### config.mk
export PLATFORM = sky130hd
export DESIGN_NAME = ftdi_bus_arbiter
export DESIGN_NICKNAME = d
export VERILOG_FILES = /design/src/rtl/ftdi_bus_arbiter.sv
export SDC_FILE = /design/constraint.sdc
export NUM_CORES = 1
export LEC_CHECK = 0
export ABC_AREA = 1
export CAP_MARGIN = 20
export CORE_MARGIN = 8
export CORE_UTILIZATION = 41
export DETAILED_ROUTE_END_ITERATION = 10
export PLACE_DENSITY = 0.67
export SYNTH_ARGS = -nofsm -noshare
export SYNTH_HDL_FRONTEND = slang
export SYNTH_SLANG_ARGS = --single-unit
### constraint.sdc
create_clock -name clock -period 1.8 [get_ports clock]
set_input_delay 0.54 -clock clock [delete_from_list [all_inputs] [get_ports clock]]
set_output_delay 0.54 -clock clock [all_outputs]
set_load 0.05 [all_outputs]
### src/rtl/ftdi_bus_arbiter.sv
// ftdi_bus_arbiter
//   Owns the shared 8-bit FTDI FIFO bus. It arbitrates between the host-read path
//   (PC->FPGA bytes to the packet parser) and the host-write path (FPGA->PC bytes
//   from the packet builder). It also sequences the RD#/WR# strobes and the ADBUS
//   direction turnaround.
//
// Ports
//   clock, reset         system clock, synchronous active-high reset
//   ftdi_rxf, ftdi_txe   FTDI RXF#/TXE# flags (active low, asynchronous)
//   adbus_in/out/oe      ADBUS input value, drive value, drive enable
//   ftdi_rd, ftdi_wr     FTDI RD#/WR# strobes (active low)
//   rx_data/valid/ready  received byte stream towards the parser
//   tx_data/valid/ready  transmit byte stream from the builder (tx_ready = accept pulse)
//   rd_count, wr_count   wrapping byte counters since reset
module ftdi_bus_arbiter #(
    parameter int unsigned RD_PULSE   = 3,
    parameter int unsigned WR_PULSE   = 2,
    parameter int unsigned TURNAROUND = 2,
    parameter int unsigned FLAG_BLANK = 4
) (
    input  logic        clock,
    input  logic        reset,
    input  logic        ftdi_rxf,
    input  logic        ftdi_txe,
    input  logic [7:0]  adbus_in,
    output logic [7:0]  adbus_out,
    output logic        adbus_oe,
    output logic        ftdi_rd,
    output logic        ftdi_wr,
    output logic [7:0]  rx_data,
    output logic        rx_valid,
    input  logic        rx_ready,
    input  logic [7:0]  tx_data,
    input  logic        tx_valid,
    output logic        tx_ready,
    output logic [15:0] rd_count,
    output logic [15:0] wr_count
);

    localparam int unsigned MAX_P0  = (RD_PULSE > WR_PULSE) ? RD_PULSE : WR_PULSE;
    localparam int unsigned MAX_P   = (MAX_P0 > TURNAROUND) ? MAX_P0 : TURNAROUND;
    localparam int unsigned CNT_W   = $clog2(MAX_P + 1);
    localparam int unsigned BLANK_W = (FLAG_BLANK < 2) ? 1 : $clog2(FLAG_BLANK + 1);

    typedef enum logic [2:0] {
        IDLE,
        RD_LOW,
        RD_DONE,
        WR_SETUP,
        WR_LOW,
        WR_HOLD,
        TURN
    } state_t;

    state_t             state;
    state_t             state_next;
    logic [CNT_W-1:0]   cnt;
    logic               rxf_meta;
    logic               rxf_s;
    logic               txe_meta;
    logic               txe_s;
    logic [BLANK_W-1:0] rd_blank;
    logic [BLANK_W-1:0] wr_blank;
    logic               last_rd;
    logic [7:0]         rd_cap;
    logic               rd_ok;
    logic               wr_ok;
    logic               rd_last;
    logic               wr_last;
    logic               turn_last;

    always_comb begin
        rd_last   = (cnt == CNT_W'(RD_PULSE - 1));
        wr_last   = (cnt == CNT_W'(WR_PULSE - 1));
        turn_last = (cnt == CNT_W'(TURNAROUND - 1));
        // A read may start while a held byte is being accepted this cycle.
        rd_ok     = !rxf_s && (rd_blank == '0) && (!rx_valid || rx_ready);
        wr_ok     = !txe_s && (wr_blank == '0) && tx_valid;
    end

    // State register plus phase counter; the counter restarts on every state change.
    always_ff @(posedge clock) begin
        if (reset) begin
            state <= IDLE;
            cnt   <= '0;
        end else begin
            state <= state_next;
            if (state_next != state || state == IDLE)
                cnt <= '0;
            else
                cnt <= cnt + CNT_W'(1);
        end
    end

    always_comb begin
        state_next = state;
        case (state)
            IDLE: begin
                if (rd_ok && wr_ok)
                    state_next = last_rd ? WR_SETUP : RD_LOW;
                else if (rd_ok)
                    state_next = RD_LOW;
                else if (wr_ok)
                    state_next = WR_SETUP;
            end
            RD_LOW:   if (rd_last) state_next = RD_DONE;
            RD_DONE:  state_next = IDLE;
            WR_SETUP: state_next = WR_LOW;
            WR_LOW:   if (wr_last) state_next = WR_HOLD;
            WR_HOLD:  state_next = TURN;
            TURN:     if (turn_last) state_next = IDLE;
            default:  state_next = IDLE;
        endcase
    end

    always_comb begin
        ftdi_rd  = 1'b1;
        ftdi_wr  = 1'b1;
        adbus_oe = 1'b0;
        tx_ready = 1'b0;
        case (state)
            RD_LOW:   ftdi_rd  = 1'b0;
            WR_SETUP: tx_ready = 1'b1;
            WR_LOW: begin
                ftdi_wr  = 1'b0;
                adbus_oe = 1'b1;
            end
            WR_HOLD:  adbus_oe = 1'b1;
            default: begin
                ftdi_rd  = 1'b1;
                ftdi_wr  = 1'b1;
            end
        endcase
    end

    // Flag synchronizers, capture path, handshakes, blanking and counters.
    always_ff @(posedge clock) begin
        if (reset) begin
            rxf_meta  <= 1'b1;
            rxf_s     <= 1'b1;
            txe_meta  <= 1'b1;
            txe_s     <= 1'b1;
            rd_blank  <= '0;
            wr_blank  <= '0;
            last_rd   <= 1'b0;
            rd_cap    <= '0;
            rx_data   <= '0;
            rx_valid  <= 1'b0;
            adbus_out <= '0;
            rd_count  <= '0;
            wr_count  <= '0;
        end else begin
            rxf_meta <= ftdi_rxf;
            rxf_s    <= rxf_meta;
            txe_meta <= ftdi_txe;
            txe_s    <= txe_meta;

            if (state == RD_LOW && rd_last)
                rd_cap <= adbus_in;

            // Setting rx_valid in RD_DONE takes priority over a same-cycle accept.
            if (state == RD_DONE) begin
                rx_data  <= rd_cap;
                rx_valid <= 1'b1;
                rd_count <= rd_count + 16'd1;
                rd_blank <= BLANK_W'(FLAG_BLANK);
                last_rd  <= 1'b1;
            end else begin
                if (rx_valid && rx_ready)
                    rx_valid <= 1'b0;
                if (rd_blank != '0)
                    rd_blank <= rd_blank - BLANK_W'(1);
            end

            if (state == WR_SETUP)
                adbus_out <= tx_data;

            if (state == WR_HOLD) begin
                wr_count <= wr_count + 16'd1;
                wr_blank <= BLANK_W'(FLAG_BLANK);
                last_rd  <= 1'b0;
            end else if (wr_blank != '0) begin
                wr_blank <= wr_blank - BLANK_W'(1);
            end
        end
    end

endmodule

==> results.md, run 1 <==
* Detailed Place HPWL at 6131 um
* Core footprint at between 0.008 and 0.009 mm^2
* Synthesized flop and latch total at 73
* Crit-path slowest cell: dfxtp_4
* Post-synth top area cell: dfxtp_1
* Vias/cell at ~4.8
* Layout net count at 583
* Post-synth ARST share at 0
* Final count of pins violating max slew at 0
* Max Buffers Root-to-Sink at 2
* Worst Clk Skew at 0.007709 ns
* WHS at about 0.41 ns
* Gpl congestion at ~0.86
* Most common flop cell mapped by yosys: dfxtp_1
* Chip Width at between 100 and 150 um
* Cell Area, Synth at about 0.0034 mm^2
* FMAX at 0.5831 GHz
* Ant. Diodes at 0
* Unrepaired setup endpoints after global routing: no
* Synthesis Warnings at 0
* Final hold viol count at 0
* Largest net degree at the start of global routing at 36
* Netlist cell types at 33
* Setup Buffers After CTS at 0
* VDD IR-drop max at between 0.4 and 0.5 mV
* # setup viols final at 0
* Synth-to-Final Area Change at 44.44%
* Congestion Overflow GR at 0
* Period utilization at 0.9528
* Worst min path class: flip-flop to flip-flop
* Vias in the first global route at approximately 3100
* PD cells at 792.4 mW/mm^2
* Most numerous cell in the Yosys netlist: nand2_1
* Required @ worst endpoint at around 1.3 ns
* Setup CP Type: flip-flop to output pin
* Worst Tran Pin Value at approximately 0.34 ns
* CTS Sinks at 73
* Slowest stage delay, CP at approximately 0.41 ns
* Yosys top cell area share at 0.4361
* Dominant cells by area after synthesis: dfxtp_1, nand2_1, nor2_1, inv_1, a21oi_1
* Routed Antenna Nets at 0
* Critical path endpoint category: output pin
* Tmin final at between 1.5 and 2 ns
* Register area at approximately 0.0015 mm^2
* CP Cell Sequence: nor3_4 -> buf_12
* Critical Path AT at ~1.2 ns
* Total track usage at 0.1499
* Critical Path Fanout Max at 9
* DRT iter0 DRCs at between 150 and 200
* Avg Synthesized Cell Area at ~7.2 um^2
* Detailed Route WL at a little over 8000 um
* # DRC at 0
* Layout Utilization at 0.6011
* PortBufs at 74
* Fill count at between 700 and 800
* Clock-pin transition on the worst setup and hold timing paths at around 0.07 ns
* CTS tree: built
* Initial antenna violation count at 0
* Max-Cap Viols at 0
* Sequential share of the synthesized area at 0.4361
* Row cnt at 33
* Htree depth at 3
* Fin Setup TNS at 0 ns
* CTS Buf Count at 9
* Die H at about 110 um
* Clk_lat worst skew at between 0.3 and 0.4 ns
* WL/cell at 12.50 um
* Vias at ~3200
* P_leak at roughly 0.0019 uW
* Area taken by multi-input logic gates at between 0.0015 and 0.002 mm^2
* Die Area at 0.01132 mm^2
* Outcome: complete, no violations
* CTS Hold Buffers Added at 0
* First-pass GRT wire length at 14020 um
* Count of flip-flops with a built-in enable after synthesis at 0
* Post-synthesis cell count at between 400 and 500
* Drt pass-1 iters at 4
* Synthesized Nets at 499
* Starting density of the core at 0.4162
* # IOs at 75
* Share of cells above drive strength 1 at 0.2050
* CTS root buf: clkbuf_8
* Slew headroom at 0.7748
* Post-synth top cells: nand2_1, nor2_1, dfxtp_1
* CP startpoint kind: flip-flop
layer usage:
metal  track usage  wire length [um]
met5             0                 0
met4       0.04724               112
met3       0.05626               612
met2        0.2475              3877
met1        0.1760              3659
layout make-up:
class                           instances  share of cell area
Clock inverter                          5             0.01112
Inverter                               68             0.05429
Tap cell                              105             0.02715
Sequential cell                        73              0.3038
Clock buffer                           11             0.03128
Timing Repair Buffer                   85              0.2410
Multi-Input combinational cell        314              0.3314
metrics by stage:
step | std cells | total power [uW] | setup WS [ns] | instance area (um^2)
after floorplan | 467 | 2293 | 0.1097 | 3363
after global placement | 645 | 2480 | 0.05823 | 4599
after detailed placement | 645 | 2515 | 0.01370 | 4599
after CTS | 661 | 3854 | 0.01322 | 4821
after global routing | 661 | 4043 | 0.02270 | 4840
final | 661 | 3835 | 0.08503 | 4840
final timing paths:
kind | start | to | slack, ns | cells after the start
setup / recovery | state[2] | tx_ready | 0.09 | 2
hold / removal | rxf_meta | rxf_s | 0.41 | 1
hold reg to reg | rxf_meta | rxf_s | 0.41 | 1
setup reg to reg | rd_blank[0] | cnt[1] | 0.22 | 12
what timing repair did:
action                     in CTS  in global routing
setup endpoints to repair       4                  3
gates resized for setup         6                  5
pin swaps                       0                  1
sequential cells by signal (all words and copies together), names as in the netlist:
register	count
rxf_meta	1
rd_cap	8
wr_blank	3
rxf_s	1
state	3
rd_blank	3
rd_count	16
adbus_out	8
wr_count	16
rx_data	8
rx_valid	1
cnt	2
last_rd	1
txe_meta	1
txe_s	1
cells in the final DEF (no fill, tap or decap), drive strengths merged, types with 3 or more instances in the layout:
cell and instances:
a21oi 37, buf 64, clkbuf 11, clkdlybuf4s50 21
clkinv 4, dfxtp 73, ha 10, inv 68
nand2 88, nand3 23, nand4 11, nor2 84
nor3 12, o21ai 35, or2 4, xor2 3
kinds of logic after synthesis:
| logic type | count (synthesis) | share of synthesized area |
|---|---|---|
| xor+xnor | 4 | 0.01046 |
| simple gates | 225 | 0.3066 |
| compound gates | 75 | 0.1143 |
| flops | 73 | 0.4361 |
| fa+ha+maj | 10 | 0.03734 |
| buf+inv | 80 | 0.09522 |
critical path, delay by kind of cell, from the launching register on:
family / cells / cell delay (ns)
flip-flops: 1 / 0.41
buffers and inverters: 1 / 0.17
AND/OR/NAND/NOR: 1 / 0.26
power by group:
part / internal [uW] / switching (uW) / total [uW]
clock network: 712 / 602 / 1310
registers: 1700 / 62.0 / 1770
logic: 317 / 438 / 755
total: 2730 / 1100 / 3830
(Power assumes the default switching activity.)
==> inputs of run 2 (changes only) <==
--- a/config.mk
+++ b/config.mk
@@ -8,9 +8,8 @@
 export ABC_AREA = 1
 export CAP_MARGIN = 20
 export CORE_MARGIN = 8
-export CORE_UTILIZATION = 41
+export CORE_UTILIZATION = 35
 export DETAILED_ROUTE_END_ITERATION = 10
-export PLACE_DENSITY = 0.67
 export SYNTH_ARGS = -nofsm -noshare
 export SYNTH_HDL_FRONTEND = slang
 export SYNTH_SLANG_ARGS = --single-unit
==> run 2 against run 1 <==
Core utilization down 7.6 points. Hold slack better by 0.0031 ns. Largest cell class unchanged. Count of clock-buffer cells in the layout grew 1. Non-clock buffer count is 1 higher. Largest power group unchanged. First-iteration DRC count decreased by 4.6%. Via count about the same.
==> results.md, run 2 (same netlist as run 1, synthesis figures left out) <==
* Drt pass-1 iters at 4
* Max-Cap Viols at 0
* Max Buffers Root-to-Sink at 2
* Crit path launch: state[1]
* Biggest regs: rd_count (16), wr_count (16)
* Largest net degree at the start of global routing at 36
* Initial antenna violation count at 0
* Layout net count at 584
* Routed Antenna Nets at 0
* Most common cell after layout, fill and taps aside: nand2_1
* Htree depth at 3
* Hold path start: rxf_meta
* CP startpoint kind: flip-flop
* Detailed Place HPWL at around 6300 um
* # IOs at 75
* Outcome: complete, no violations
* Vias at 3169
* Hold worst-path end: rxf_s
* Starting density of the core at 0.3609
* First-pass GRT wire length at around 14000 um
* VDD IR-drop max at around 0.37 mV
* Synth-to-Final Area Change at 45.44%
* Detailed Route WL at 8320 um
* Final count of pins violating max slew at 0
* Worst Tran Pin Value at roughly 0.37 ns
* # setup viols final at 0
* CTS Sinks at 73
* Share of cells above drive strength 1 at 0.2047
* Critical Path Fanout Max at 9
* Tmin final at 1.742 ns
* Slew headroom at 0.7502
* Final hold viol count at 0
* CTS Buf Count at 9
* Hold Path Depth at 1
* Core footprint at roughly 0.0093 mm^2
* # DRC at 0
* Worst Clk Skew at around 0.0096 ns
* Die H at between 100 and 150 um
* Chip Width at ~110 um
* Critical path endpoint category: output pin
* Worst min path class: flip-flop to flip-flop
* Clk_lat worst skew at around 0.34 ns
* Total track usage at 0.1363
* P_leak at around 0.0019 uW
* Most frequent cells in the layout: nand2_1, nor2_1, dfxtp_1, inv_1
* Ant. Diodes at 0
* Congestion Overflow GR at 0
* CTS Hold Buffers Added at 0
* Worst reg2reg setup slack at around 0.22 ns
* CTS tree: built
* Row cnt at 35
* Dpl ws at 0.06033 ns
* PD cells at between 700 and 800 mW/mm^2
* Vias/cell at approximately 4.6
* RR Endpoint: cnt[1]
* Critical Path AT at ~1.2 ns
* Required @ worst endpoint at roughly 1.3 ns
* PortBufs at 74
* Layout Utilization at 0.5249
* RR Startpoint: rd_blank[0]
* Setup CP Type: flip-flop to output pin
* CTS root buf: clkbuf_8
* Setup WS post-layout at roughly 0.058 ns
* FMAX at approximately 0.57 GHz
* Gpl congestion at approximately 0.85
* DRT iter0 DRCs at 144
* Clock-pin transition on the worst setup and hold timing paths at 0.08 ns
* R2R cell count at 12
* WL/cell at about 12 um
* Die Area at 0.01296 mm^2
* Vias in the first global route at ~3200
* Period utilization at 0.9678
## run 2: changes by cell type in the layout (fill, tap and decap cells not counted), sizes merged
cell / previous run / this run
clkinv: 4 / 2
clkinvlp: 0 / 1
buf: 64 / 65
clkbuf: 11 / 12
## run 2: metrics by stage
step	power (uW)	instances	hold WS [ns]	setup TNS, ns	cell area (um^2)
after global placement	2480	669	0.3936	0	4617
after CTS	3886	685	0.4178	0	4858
after detailed placement	2512	669	0.3980	0	4617
after global routing	4089	686	0.4391	-0.001165	4873
after floorplan	2293	467	0.3895	0	3363
final	3850	686	0.4140	0	4873
## run 2: worst max-delay path: stages (launching register included)
cell     delay, ns
dfxtp_2       0.36
inv_4         0.08
nor3_4        0.24
buf_12        0.18
## run 2: area by class of cell
class / count / area [um^2]
Fill cell: 901 / 4410
Multi-Input combinational cell: 314 / 1612
Sequential cell: 73 / 1470
Timing Repair Buffer: 86 / 1161
Inverter: 68 / 262.8
Tap cell: 129 / 161.4
Clock buffer: 12 / 155.1
Clock inverter: 4 / 51.30
## run 2: how the worst max path moves through the flow
| stage | slack [ns] | endpoint | depth (start not counted) |
|---|---|---|---|
| 2_1_floorplan | 0.11 | wr_count[10] | 6 |
| 3_5_place_dp | 0.06 | cnt[0] | 10 |
| 6_report | 0.06 | tx_ready | 3 |
| 3_3_place_gp | 0.08 | cnt[0] | 10 |
| 4_1_cts | 0.004 | ftdi_rd | 4 |
| 5_1_grt | -0.001 | ftdi_rd | 4 |
## run 2: timing repair
item | 4_1_cts | 5_1_grt
endpoints found under the setup margin | 4 | 2
buffers inserted | 0 | 1
pin swaps | 1 | 1
cloned | 0 | 0
gates resized for setup | 10 | 2
## run 2: power breakdown
group          internal, uW  switching, uW
combinational           314            430
clock                   717            620
sequential             1700           63.6
## run 2: per-layer routing
metal	part of all wire	vias to the layer above	track usage	routed length, um
met1	0.43	1417	0.1532	3603
met3	0.087	15	0.05388	720
li1	-	1652	-	-
met2	0.46	85	0.2197	3809
met4	0.022	0	0.06832	186
met5	0	-	0	0
==> inputs of run 3 (changes only) <==
--- a/config.mk
+++ b/config.mk
@@ -7,9 +7,9 @@
 export LEC_CHECK = 0
 export ABC_AREA = 1
 export CAP_MARGIN = 20
-export CORE_MARGIN = 8
-export CORE_UTILIZATION = 35
+export CORE_UTILIZATION = 40
 export DETAILED_ROUTE_END_ITERATION = 10
+export PLACE_DENSITY = 0.66
 export SYNTH_ARGS = -nofsm -noshare
 export SYNTH_HDL_FRONTEND = slang
 export SYNTH_SLANG_ARGS = --single-unit
==> run 3 against run 2 <==
Sequential power hardly changed. Largest cell class unchanged. Global-route usage is 4.7 points higher. Final cell count is 3.2% lower. Worst setup slack worse by 0.028 ns. Hold slack better by 0.00082 ns. Maximum frequency is 1.6% lower. Cell area stayed put. Critical path type unchanged. Core utilization is 7.1 points higher. Combinational power hardly changed. Power is 2.6% higher. Non-clock buffer count is 2 higher.
==> results.md, run 3 (same netlist as run 1, synthesis figures left out) <==
* CTS Sinks at 73
* DRT iter0 DRCs at 109
* Sw Pwr at ~1100 uW
* Vias/cell at between 4 and 5
* CP startpoint kind: flip-flop
* Drt pass-1 iters at 4
* Vias at 3133
* CTS Hold Buffers Added at 0
* Clock-pin transition on the worst setup and hold timing paths at approximately 0.07 ns
* Slew headroom at 0.7544
* Layout net count at about 590
* Hold path start: txe_meta
* Max Buffers Root-to-Sink at 2
* Unrepaired setup endpoints after global routing: yes
* Area taken by multi-input logic gates at ~0.0016 mm^2
* WL/cell at ~11 um
* PortBufs at 74
* R2R cell count at 11
* # IOs at 75
* Final count of pins violating max slew at 0
* WHS at approximately 0.41 ns
* Switching Fraction at 0.2720
* Worst Tran Pin Value at 0.3679 ns
* Detailed Place HPWL at around 5600 um
* Chip Width at just over 90 um
* Worst Clk Skew at slightly below 0.008 ns
* Largest net degree at the start of global routing at 36
* Htree depth at 3
* CTS tree: built
* Power share of the clock group at 0.365
* Row cnt at 33
* Internal power at ~2900 uW
* Routed Antenna Nets at 0
* Gpl congestion at 0.9004
* Layout Utilization at 0.5961
* Synth-to-Final Area Change at 45.44%
* Final Non-Filler Cells at approximately 660
* Max-Cap Viols at 0
* Final hold viol count at 0
* Detailed Route WL at ~7500 um
* Clk_lat worst skew at between 0.3 and 0.4 ns
* Total track usage at 0.1830
* Comb power frac at 0.189
* # DRC at 0
* Critical path endpoint category: output pin
* Flop pwr share at 0.446
* PD cells at 810.5 mW/mm^2
* Ant. Diodes at 0
* Core footprint at roughly 0.008 mm^2
* Required @ worst endpoint at between 1 and 1.5 ns
* Most frequent cells in the layout: nand2_1, nor2_1, dfxtp_1, inv_1
* Critical Path Fanout Max at 9
* Outcome: complete, no violations
* RR Endpoint: cnt[1]
* Most common cell after layout, fill and taps aside: nand2_1
* Setup Buffers After CTS at 0
* Initial antenna violation count at 0
* Placed Cells at 648
* Crit path launch: state[2]
* # setup viols final at 0
* Critical Path AT at between 1 and 1.5 ns
* Setup CP Type: flip-flop to output pin
* P_leak at 0.001957 uW
* Die H at just over 90 um
* Register area at approximately 0.0015 mm^2
* Fin Setup TNS at 0 ns
* Vias in the first global route at around 2900
* Tmin final at between 1.5 and 2 ns
* Worst reg2reg setup slack at about 0.28 ns
* RR Startpoint: wr_blank[0]
* Period utilization at 0.9832
* Congestion Overflow GR at 0
* VDD IR-drop max at ~0.54 mV
* Starting density of the core at 0.4099
* Fill count at roughly 720
* Dpl ws at roughly 0.032 ns
* Die Area at ~0.0087 mm^2
* Hold Path Depth at 1
* Biggest regs: rd_count (16), wr_count (16)
* FMAX at about 0.57 GHz
* Hold worst-path end: txe_s
* CTS Buf Count at 9
* Setup WS post-layout at a little over 0.03 ns
* CTS root buf: clkbuf_8
* Worst min path class: flip-flop to flip-flop
* Share of cells above drive strength 1 at 0.2111
* First-pass GRT wire length at about 13000 um
run 3: per-stage QoR:
stage / cell area, um^2 / total power, uW
final: 4873 / 3950
after global placement: 4609 / 2483
after floorplan: 3363 / 2293
after global routing: 4873 / 4171
after CTS: 4853 / 3978
after detailed placement: 4609 / 2512
run 3: how the worst max path moves through the flow:
stage	slack, ns	endpoint
final	0.03	tx_ready
after CTS	0.004	adbus_oe
after floorplan	0.11	wr_count[10]
after global placement	0.06	cnt[0]
after detailed placement	0.03	cnt[1]
after global routing	-0.004	tx_ready
run 3: metal layers:
metal / up-vias / GRT usage / wire length, um
met5: - / 0 / 0
met4: 0 / 0.08077 / 98
met3: 9 / 0.03821 / 344
met2: 80 / 0.3027 / 3600
met1: 1385 / 0.2289 / 3466
li1: 1659 / - / -
run 3: critical path, stage by stage, from the launching register on:
cell	delay, ns
dfxtp_4	0.41
nor3_4	0.31
buf_12	0.18
run 3: final cells by class:
cell class | instances | share of cell area
multi-input combinational | 314 | 0.3297
sequential | 73 | 0.3017
timing repair buffer | 88 | 0.2413
inverter | 68 | 0.05340
clock buffer | 11 | 0.03107
tap | 105 | 0.02696
clock inverter | 5 | 0.01592
run 3: power groups by stage:
stage          logic (uW)  clock network [uW]  registers (uW)
2_1_floorplan         499                   0            1790
3_3_place_gp          698                   0            1780
3_5_place_dp          721                   0            1790
4_1_cts               738                1480            1760
5_1_grt               860                1540            1770
6_report              747                1440            1760
run 3: what timing repair did:
item | CTS | global route
endpoints found under the setup margin | 4 | 4
gates resized for setup | 6 | 5
pin swaps | 1 | 0
